### src/rtl/booth_mac_accumulator.sv
// Saturating frame accumulator for signed Booth multiplier products.
// Sums up to COUNT products per frame and hands the result off over valid/ready.
module booth_mac_accumulator #(
  parameter  int PROD_W = 8,
  parameter  int ACC_W  = 16,
  parameter  int COUNT  = 4,
  localparam int CNT_W  = $clog2(COUNT + 1)
) (
  input  logic              clk,
  input  logic              rst_n,
  input  logic              in_valid,
  output logic              in_ready,
  input  logic [PROD_W-1:0] in_prod,
  input  logic              in_last,
  output logic              out_valid,
  input  logic              out_ready,
  output logic [ACC_W-1:0]  out_acc,
  output logic              out_ovf,
  output logic [CNT_W-1:0]  out_cnt
);

  typedef enum logic {
    ACCUM = 1'b0,
    HOLD  = 1'b1
  } state_t;

  localparam logic [CNT_W-1:0] L_COUNT = CNT_W'(COUNT);
  localparam logic [ACC_W-1:0] L_MAX   = {1'b0, {(ACC_W-1){1'b1}}};
  localparam logic [ACC_W-1:0] L_MIN   = {1'b1, {(ACC_W-1){1'b0}}};

  state_t             r_state;
  logic [ACC_W-1:0]   r_acc;
  logic [CNT_W-1:0]   r_cnt;
  logic               r_ovf;
  logic               r_out_valid;
  logic [ACC_W-1:0]   r_out_acc;
  logic               r_out_ovf;
  logic [CNT_W-1:0]   r_out_cnt;

  logic               w_accept;
  logic [ACC_W:0]     w_prod_ext;
  logic [ACC_W:0]     w_sum;
  logic               w_pos_sat;
  logic               w_neg_sat;
  logic [ACC_W-1:0]   w_acc_nxt;
  logic               w_ovf_nxt;
  logic [CNT_W-1:0]   w_cnt_nxt;
  logic               w_frame_end;

  // in_ready depends only on registered state, never on in_valid
  assign in_ready  = (r_state == ACCUM);
  assign out_valid = r_out_valid;
  assign out_acc   = r_out_acc;
  assign out_ovf   = r_out_ovf;
  assign out_cnt   = r_out_cnt;

  assign w_accept   = in_valid & in_ready;
  assign w_prod_ext = {{(ACC_W+1-PROD_W){in_prod[PROD_W-1]}}, in_prod};
  assign w_sum      = {r_acc[ACC_W-1], r_acc} + w_prod_ext;

  // Top two bits disagree exactly when the sum left the ACC_W range
  assign w_pos_sat = ~w_sum[ACC_W] &  w_sum[ACC_W-1];
  assign w_neg_sat =  w_sum[ACC_W] & ~w_sum[ACC_W-1];

  always_comb begin
    w_acc_nxt = w_sum[ACC_W-1:0];
    unique case (1'b1)
      w_pos_sat: w_acc_nxt = L_MAX;
      w_neg_sat: w_acc_nxt = L_MIN;
      default:   w_acc_nxt = w_sum[ACC_W-1:0];
    endcase
  end

  assign w_ovf_nxt   = r_ovf | w_pos_sat | w_neg_sat;
  assign w_cnt_nxt   = r_cnt + CNT_W'(1);
  assign w_frame_end = w_accept & (in_last | (w_cnt_nxt == L_COUNT));

  always_ff @(posedge clk) begin
    if (!rst_n) begin
      r_state     <= ACCUM;
      r_acc       <= '0;
      r_cnt       <= '0;
      r_ovf       <= 1'b0;
      r_out_valid <= 1'b0;
      r_out_acc   <= '0;
      r_out_ovf   <= 1'b0;
      r_out_cnt   <= '0;
    end else begin
      unique case (r_state)
        ACCUM: begin
          if (w_accept) begin
            r_acc <= w_acc_nxt;
            r_cnt <= w_cnt_nxt;
            r_ovf <= w_ovf_nxt;
            if (w_frame_end) begin
              r_state     <= HOLD;
              r_out_valid <= 1'b1;
              r_out_acc   <= w_acc_nxt;
              r_out_ovf   <= w_ovf_nxt;
              r_out_cnt   <= w_cnt_nxt;
            end
          end
        end
        HOLD: begin
          if (out_ready) begin
            r_state     <= ACCUM;
            r_out_valid <= 1'b0;
            r_acc       <= '0;
            r_cnt       <= '0;
            r_ovf       <= 1'b0;
          end
        end
        default: r_state <= ACCUM;
      endcase
    end
  end

endmodule
### config.mk
export PLATFORM = sky130hd
export DESIGN_NAME = booth_mac_accumulator
export DESIGN_NICKNAME = d
export VERILOG_FILES = /design/src/rtl/booth_mac_accumulator.sv
export SDC_FILE = /design/constraint.sdc
export NUM_CORES = 1
export LEC_CHECK = 0
export CAP_MARGIN = 30
export CORE_ASPECT_RATIO = 1.5
export CORE_MARGIN = 2
export CORE_UTILIZATION = 33
export CTS_CLUSTER_SIZE = 30
export DETAILED_ROUTE_END_ITERATION = 7
export GPL_ROUTABILITY_DRIVEN = 0
export GPL_TIMING_DRIVEN = 0
export SLEW_MARGIN = 40
export SYNTH_ARGS = -nofsm -noshare
export SYNTH_HDL_FRONTEND = slang
export SYNTH_SLANG_ARGS = --single-unit
### constraint.sdc
create_clock -name clk -period 7.9 [get_ports clk]
set_clock_uncertainty 0.2 [all_clocks]
set_input_delay 1.185 -clock clk [delete_from_list [all_inputs] [get_ports clk]]
set_output_delay 1.185 -clock clk [all_outputs]
set_load 0.005 [all_outputs]
==> out/qor.txt, run 1 <==
mapped cell area: 0.00263 mm²
Die Y: 113 µm
port bufs: 33
area grow syn2layout: 24.8%
DRT Pass-1 Iters: 5
syn_nets: 347
pins over their slew limit: 0
top_reg_cell synth: dfxtp_1
1st-iter DRT viols: 111
register area share after synthesis: 32.0%
total gr overflow: 0
DR WL met2: 3990 µm
Clock Sinks: 42
count of final setup violators: 0
DP Wirelength: 5560 µm
die area: 0.00870 mm²
hold slack: 0.248 ns
CP required: 7.90 ns
crit start category: primary input
clk_lat worst skew: 0.30 ns
Cells after DPL: 448
vias in the first global route: 2425
die extent in x: 76.8 µm
minimum clock period: 5.58 ns
RSZ-0062 raised after global routing: false
Slew Limit Headroom: 54.1%
CTS Buf Count: 5
# IOs: 35
worst hold path type: reg -> reg
uppermost layer routed: met4
via count: 2523
Post-Synthesis Cells: 313
root buf cell: clkbuf_16
first-pass GRT wire length: 12100 µm
FFs w/ async S/R, synth: 0%
Longest Clk Path Bufs: 2
share of layout cells above drive strength 1: 10.7%
met3 wire len: 335 µm
Worst Max-Slew Pin Slew: 0.683 ns
CTS tree: built
Post-CTS Hold Fix Bufs: 0
diode count: 0
H-tree depth: 2
setup TNS: 0 ns
CTS resizes: 0
Core Area: 0.00766 mm²
fin nets: 387
routed len/inst: 16.7 µm
PD cells: 354 mW/mm²
register bit count reported by yosys: 42
Distinct cells, synth: 67
path type of the worst setup path: in -> reg
Fillers: 800
MaxCap Viol Count: 0
final worst path period share: 70.7%
Final Hold Viols: 0
Critical Path Fanout Max: 10
initial antenna violation count: 0
Initial Utilization: 34.3%
worst vdd ir: 0.000131 V
syn avg cell area: 8.39 µm²
status: complete, no violations
Cell Count, Final, Fillers Out: 456
Std-Cell Rows: 39
crit end category: flip-flop
gr usage total: 17.9%
clock edge transition at the registers on the reported setup and hold paths: 0.07 ns
DRC errors left: 0
Final ANT Viol Nets: 0
EDFF count, synth: 0
leakage power: 1.33 nW
WP data arrival: 5.59 ns
pin count of the biggest net entering global routing: 15
final WL: 7610 µm
Yosys warning count: 0
f_max: 179 MHz
number of setup buffers added after CTS: 0
M1 WL: 3100 µm
DR vias/cell: 5.53
==> metrics by stage <==
stage	area [µm²]	power, mW	setup WS, ns	util, %
after detailed placement	3080	0.883	2.12	40.2
after global routing	3280	1.24	2.22	42.8
after floorplan	2630	0.724	3.59	-
final	3280	1.16	2.32	42.8
after global placement	3080	0.874	2.10	40.2
after CTS	3280	1.16	2.41	42.8
==> report_power, final <==
group          leakage [nW]  internal (mW)  switching, mW
sequential            0.344          0.269         0.0315
clock                0.0940          0.182         0.0933
combinational         0.891          0.252          0.333
total                  1.33          0.703          0.458
==> worst paths after layout <==
path / end / slack [ns] / from / cells past startpoint
hold / removal: r_ovf / 0.25 / r_ovf / 2
hold reg to reg: r_ovf / 0.25 / r_ovf / 2
setup reg to reg: r_acc[12] / 3.45 / r_acc[0] / 15
setup / recovery: r_acc[12] / 2.32 / in_prod[7] / 15
==> layer usage <==
| metal | GRT usage [%] | vias up |
|---|---|---|
| met1 | 19.6 | 1215 |
| li1 | - | 1239 |
| met4 | 10.7 | 0 |
| met5 | 0 | - |
| met3 | 2.63 | 13 |
| met2 | 32.4 | 56 |
==> final cells by class <==
cell class	instances	area, µm²	area share [%]
Multi-Input combinational cell	247	1670	50.8
Sequential cell	42	841	25.7
Timing Repair Buffer	33	330	10.1
Tap cell	102	128	3.89
Clock buffer	5	125	3.82
Buffer	14	81.3	2.48
Clock inverter	3	68.8	2.10
Inverter	10	37.5	1.15
==> synthesized netlist by cell type (4+ instances only) <==
library cell | count | share of area (%)
dfxtp_1 | 42 | 32
a21oi_1 | 35 | 6.7
nor2_1 | 29 | 4.1
ha_1 | 20 | 9.5
nand2_1 | 20 | 2.9
o21ai_0 | 15 | 2.9
clkbuf_1 | 10 | 1.4
inv_1 | 9 | 1.3
nand3_1 | 9 | 1.7
a31oi_1 | 8 | 1.9
nor3_1 | 8 | 1.5
a211oi_1 | 7 | 2.0
a21o_1 | 6 | 1.7
o22ai_1 | 5 | 1.2
xor2_1 | 5 | 1.7
and2_1 | 4 | 0.95
and3_1 | 4 | 0.95
nand2b_1 | 4 | 0.95
o21ai_1 | 4 | 0.76
or4_1 | 4 | 1.1
==> cells in the final DEF (no fill, tap or decap), types with 4 or more instances in the layout <==
| cell type | instances |
|---|---|
| nand2_1 | 20 |
| o22ai_1 | 5 |
| nand3_1 | 9 |
| nand2b_1 | 4 |
| dfxtp_1 | 42 |
| a21oi_1 | 35 |
| clkdlybuf4s50_1 | 33 |
| a31oi_1 | 8 |
| nor2_1 | 29 |
| inv_1 | 9 |
| o21ai_0 | 15 |
| or4_1 | 4 |
| a211oi_1 | 7 |
| and2_1 | 4 |
| ha_1 | 20 |
| nor3_1 | 8 |
| clkbuf_1 | 10 |
| xor2_1 | 5 |
| clkbuf_16 | 5 |
| and3_1 | 4 |
| o21ai_1 | 4 |
| a21o_1 | 6 |
==> cell families (layout without fill, tap and decap cells) <==
kind of cell             Yosys count  after routing  share of synthesized area [%]
buffers and inverters             24             65                           4.53
AND/OR/NAND/NOR                  103            103                           20.3
adder cells (fa/ha/maj)           21             21                           10.3
AO/OA/AOI/OAI                    113            113                           29.5
flip-flops                        42             42                           32.0
XOR/XNOR                           8              8                           2.67
multiplexers                       2              2                          0.763
==> worst max-delay path, stage by stage <==
cell             delay [ns]
clkdlybuf4s50_1        0.64
ha_1                   0.48
and3_1                 0.20
buf_2                  0.16
nand2_2                0.09
a21oi_2                0.06
o41ai_2                0.45
o21ai_2                0.15
xnor2_1                0.15
ha_1                   0.27
clkbuf_1               0.42
inv_1                  0.27
nor2_1                 0.44
nand2_1                0.28
o32ai_1                0.32
==> sequential cells by signal (all words and copies together) (netlist names) <==
name,flops
r_acc,16
r_state,1
out_valid,1
out_ovf,1
r_cnt,3
out_acc,16
r_ovf,1
out_cnt,3
Power figures use the tool's default switching activity.
==> inputs of run 2 (changes only) <==
==> constraint.sdc (replaced) <==
create_clock -name clk -period 5.1 [get_ports clk]
set_clock_uncertainty 0.2 [all_clocks]
set_input_delay 0.765 -clock clk [delete_from_list [all_inputs] [get_ports clk]]
set_output_delay 0.765 -clock clk [all_outputs]
set_load 0.005 [all_outputs]
==> out/qor.txt, run 2 (synthesis gave the netlist of run 1 again) <==
Post-CTS Hold Fix Bufs: 0
PD cells: 548 mW/mm²
clk_lat worst skew: 0.30 ns
pre-CTS setup slack: -0.259 ns
CP required: 5.10 ns
diode count: 0
commonest non-fill, non-tap cell in the layout: dfxtp_1
Worst path most repeated cell: ha_1
RSZ-0062 raised after global routing: false
most frequent cells in the layout: dfxtp_1, a21oi_1, clkdlybuf4s50_1
Core Area: 0.00766 mm²
# IOs: 35
crit end category: flip-flop
total gr overflow: 0
final worst path period share: 96.7%
H-tree depth: 2
CTS tree: built
worst vdd ir: 0.000202 V
pins over their slew limit: 0
die area: 0.00870 mm²
DRT Pass-1 Iters: 4
area grow syn2layout: 25.1%
root buf cell: clkbuf_16
WP data arrival: 4.93 ns
MaxCap Viol Count: 0
CTS Buf Count: 5
fin nets: 386
DR vias/cell: 5.51
Final Core Density: 42.9%
Worst Max-Slew Pin Slew: 0.641 ns
status: complete, no violations
Crit path max-delay family: buffers and inverters
largest stage delay on the critical path: 0.66 ns
leakage power: 1.33 nW
1st-iter DRT viols: 118
Final Hold Viols: 0
final WL: 7560 µm
r2r setup slk: 0.89 ns
vias in the first global route: 2425
pin count of the biggest net entering global routing: 15
WP buf/inv: 3
Longest Clk Path Bufs: 2
Std-Cell Rows: 39
DRC errors left: 0
via count: 2506
worst hold path type: reg -> reg
CP max stage cell: clkdlybuf4s50_1
routed len/inst: 16.6 µm
count of final setup violators: 0
Final ANT Viol Nets: 0
die extent in x: 76.8 µm
first-pass GRT wire length: 12100 µm
Clock Sinks: 42
CP cell instances: clkdlybuf4s50_1 > ha_1 > and3_1 > buf_2 > nand2_2 > a21oi_2 > o41ai_2 > o21ai_2 > xnor2_1 > ha_1 > inv_1 > nor2_1 > nand2_1 > o32ai_1
gr usage total: 17.9%
clock edge transition at the registers on the reported setup and hold paths: 0.07 ns
Critical Path Fanout Max: 10
port bufs: 33
minimum clock period: 4.93 ns
crit start category: primary input
Initial Utilization: 34.3%
share of layout cells above drive strength 1: 11.0%
worst setup margin: 0.171 ns
Die Y: 113 µm
DP Wirelength: 5560 µm
f_max: 203 MHz
path type of the worst setup path: in -> reg
Slew Limit Headroom: 57.3%
initial antenna violation count: 0
[run 2: final timing paths]
| kind | from | end | cells past startpoint |
|---|---|---|---|
| hold / removal | r_ovf | r_ovf | 2 |
| hold reg to reg | r_ovf | r_ovf | 2 |
| setup / recovery | in_prod[7] | r_acc[12] | 14 |
| setup reg to reg | r_acc[0] | r_acc[12] | 14 |
[run 2: timing repair]
action	CTS	global route
resized for setup	0	2
setup buffers	0	0
setup endpoints to repair	0	11
endpoints found under the hold margin	0	0
[run 2: tightest hold or removal path, cell delays in order, from the launching register on]
cell and delay [ns]:
dfxtp_1 0.31, inv_1 0.05, a21oi_1 0.05
[run 2: final cells by class]
class                   instances  area [µm²]
clock buffers                   5         125
clock inverters                 3        68.8
inverters                      10        37.5
flip-flops and latches         42         841
repair buffers                 33         330
multi-input cells             247        1680
plain buffers                  13        77.6
well taps                     102         128
fillers                       798        4380
[run 2: report_power, final]
| group | total (mW) | switching, mW | leakage [nW] | internal, mW |
|---|---|---|---|---|
| combinational | 0.908 | 0.514 | 0.890 | 0.393 |
| sequential | 0.466 | 0.0487 | 0.344 | 0.417 |
| clock | 0.426 | 0.145 | 0.0940 | 0.282 |
[run 2: routing by layer]
metal / up-vias / global-route usage, % / share of wire (%)
met5: - / 0 / 0
met1: 1189 / 19.6 / 41
li1: 1238 / - / -
met4: 0 / 10.7 / 2.9
met2: 61 / 32.4 / 51
met3: 18 / 2.63 / 4.5
[run 2: metrics by stage]
step | hold slack [ns] | TNS (ns) | power [mW] | area [µm²] | cells
finish | 0.248 | 0 | 1.80 | 3280 | 455
global route | 0.275 | 0 | 1.93 | 3280 | 455
CTS | 0.251 | 0 | 1.80 | 3280 | 456
detailed placement | 0.241 | -1.69 | 1.37 | 3080 | 448
global placement | 0.233 | -1.88 | 1.35 | 3080 | 448
floorplan | 0.222 | 0 | 1.12 | 2630 | 313
==> inputs of run 3 (changes only) <==
--- a/config.mk
+++ b/config.mk
@@ -13,6 +13,7 @@
 export DETAILED_ROUTE_END_ITERATION = 7
 export GPL_ROUTABILITY_DRIVEN = 0
 export GPL_TIMING_DRIVEN = 0
+export MAX_ROUTING_LAYER = met4
 export SLEW_MARGIN = 40
 export SYNTH_ARGS = -nofsm -noshare
 export SYNTH_HDL_FRONTEND = slang
==> out/qor.txt, run 3 (synthesis gave the netlist of run 1 again) <==
path type of the worst setup path: in -> reg
fin nets: 386
final WL: 7610 µm
initial antenna violation count: 0
# IOs: 35
CP required: 5.10 ns
most frequent cells in the layout: dfxtp_1, a21oi_1, clkdlybuf4s50_1
gr usage total: 18.4%
DP Wirelength: 5560 µm
1st-iter DRT viols: 125
CP cell instances: clkdlybuf4s50_1 > ha_1 > and3_1 > buf_2 > nand2_2 > a21oi_2 > o41ai_2 > o21ai_2 > xnor2_1 > ha_1 > inv_1 > nor2_1 > nand2_1 > o32ai_1
commonest non-fill, non-tap cell in the layout: dfxtp_1
root buf cell: clkbuf_16
WP data arrival: 4.95 ns
worst setup margin: 0.154 ns
routed len/inst: 16.7 µm
crit start category: primary input
die extent in x: 76.8 µm
Slew Limit Headroom: 56.4%
diode count: 0
CTS tree: built
Std-Cell Rows: 39
Longest Clk Path Bufs: 2
met2 global-route usage: 32.4%
area grow syn2layout: 25.1%
RSZ-0062 raised after global routing: false
Cells after DPL: 448
Finished Cell Area: 0.00328 mm²
H-tree depth: 2
DRC errors left: 0
MaxCap Viol Count: 0
clk_lat worst skew: 0.30 ns
largest stage delay on the critical path: 0.65 ns
status: complete, no violations
count of final setup violators: 0
clock edge transition at the registers on the reported setup and hold paths: 0.07 ns
setup TNS: 0 ns
Initial Utilization: 34.3%
pins over their slew limit: 0
Core Area: 0.00766 mm²
pin count of the biggest net entering global routing: 15
Die Y: 113 µm
die area: 0.00870 mm²
share of layout cells above drive strength 1: 11.0%
Most Crowded Layer GR: met2
Worst path most repeated cell: ha_1
worst vdd ir: 0.000201 V
DRT Pass-1 Iters: 4
Clock Sinks: 42
Cell Count, Final, Fillers Out: 455
Post-CTS Hold Fix Bufs: 0
worst hold path type: reg -> reg
crit end category: flip-flop
global routing usage on met1: 19.7%
Final Hold Viols: 0
met3 Usage GRT: 2.47%
PD cells: 549 mW/mm²
total gr overflow: 0
cell area after placement: 0.00308 mm²
f_max: 202 MHz
port bufs: 33
DR vias/cell: 5.47
leakage power: 1.33 nW
first-pass GRT wire length: 12100 µm
CP max stage cell: clkdlybuf4s50_1
final worst path period share: 97.0%
via count: 2490
CTS Buf Count: 5
Worst Max-Slew Pin Slew: 0.655 ns
Final ANT Viol Nets: 0
pre-CTS setup slack: -0.259 ns
Critical Path Fanout Max: 10
Pwr Total: 1.80 mW
minimum clock period: 4.95 ns
vias in the first global route: 2420
==> run 3: layout make-up <==
type	instances	area (µm²)
Timing Repair Buffer	33	330
Clock inverter	3	68.8
Sequential cell	42	841
Inverter	10	37.5
Tap cell	102	128
Clock buffer	5	125
Buffer	13	77.6
Multi-Input combinational cell	247	1680
Fill cell	798	4380
==> run 3: report_power, final <==
group          switching [mW]  internal [mW]  total, mW
logic                   0.516          0.393      0.910
registers              0.0489          0.417      0.466
clock network           0.145          0.282      0.426
==> run 3: critical path, delay by kind of cell <==
family	cells	cell delay [ns]
AO/OA/AOI/OAI	4	0.98
XOR/XNOR	1	0.15
AND/OR/NAND/NOR	4	0.97
adder cells (fa/ha/maj)	2	1.03
buffers and inverters	3	1.05
==> run 3: per-stage QoR <==
step | hold slack, ns | utilization, %
global route | 0.275 | 42.9
floorplan | 0.222 | -
detailed placement | 0.241 | 40.2
global placement | 0.233 | 40.2
CTS | 0.251 | 42.8
finish | 0.248 | 42.9
==> run 3: worst paths after layout <==
| check | startpoint | end | slack (ns) | cells past startpoint |
|---|---|---|---|---|
| setup / recovery | in_prod[7] | r_acc[12] | 0.15 | 14 |
| hold / removal | r_ovf | r_ovf | 0.25 | 2 |
| hold reg to reg | r_ovf | r_ovf | 0.25 | 2 |
| setup reg to reg | r_acc[0] | r_acc[12] | 0.87 | 14 |
==> run 3: what timing repair did <==
action                                  CTS  global route
gates resized for setup                   0             2
buffers inserted                          0             0
endpoints found under the setup margin    0            11
==> run 3: metal layers <==
layer | part of all wire (%) | vias up
met5 | 0 | -
met4 | 2.7 | 0
met3 | 4.2 | 16
met2 | 52 | 56
met1 | 41 | 1178
li1 | - | 1240
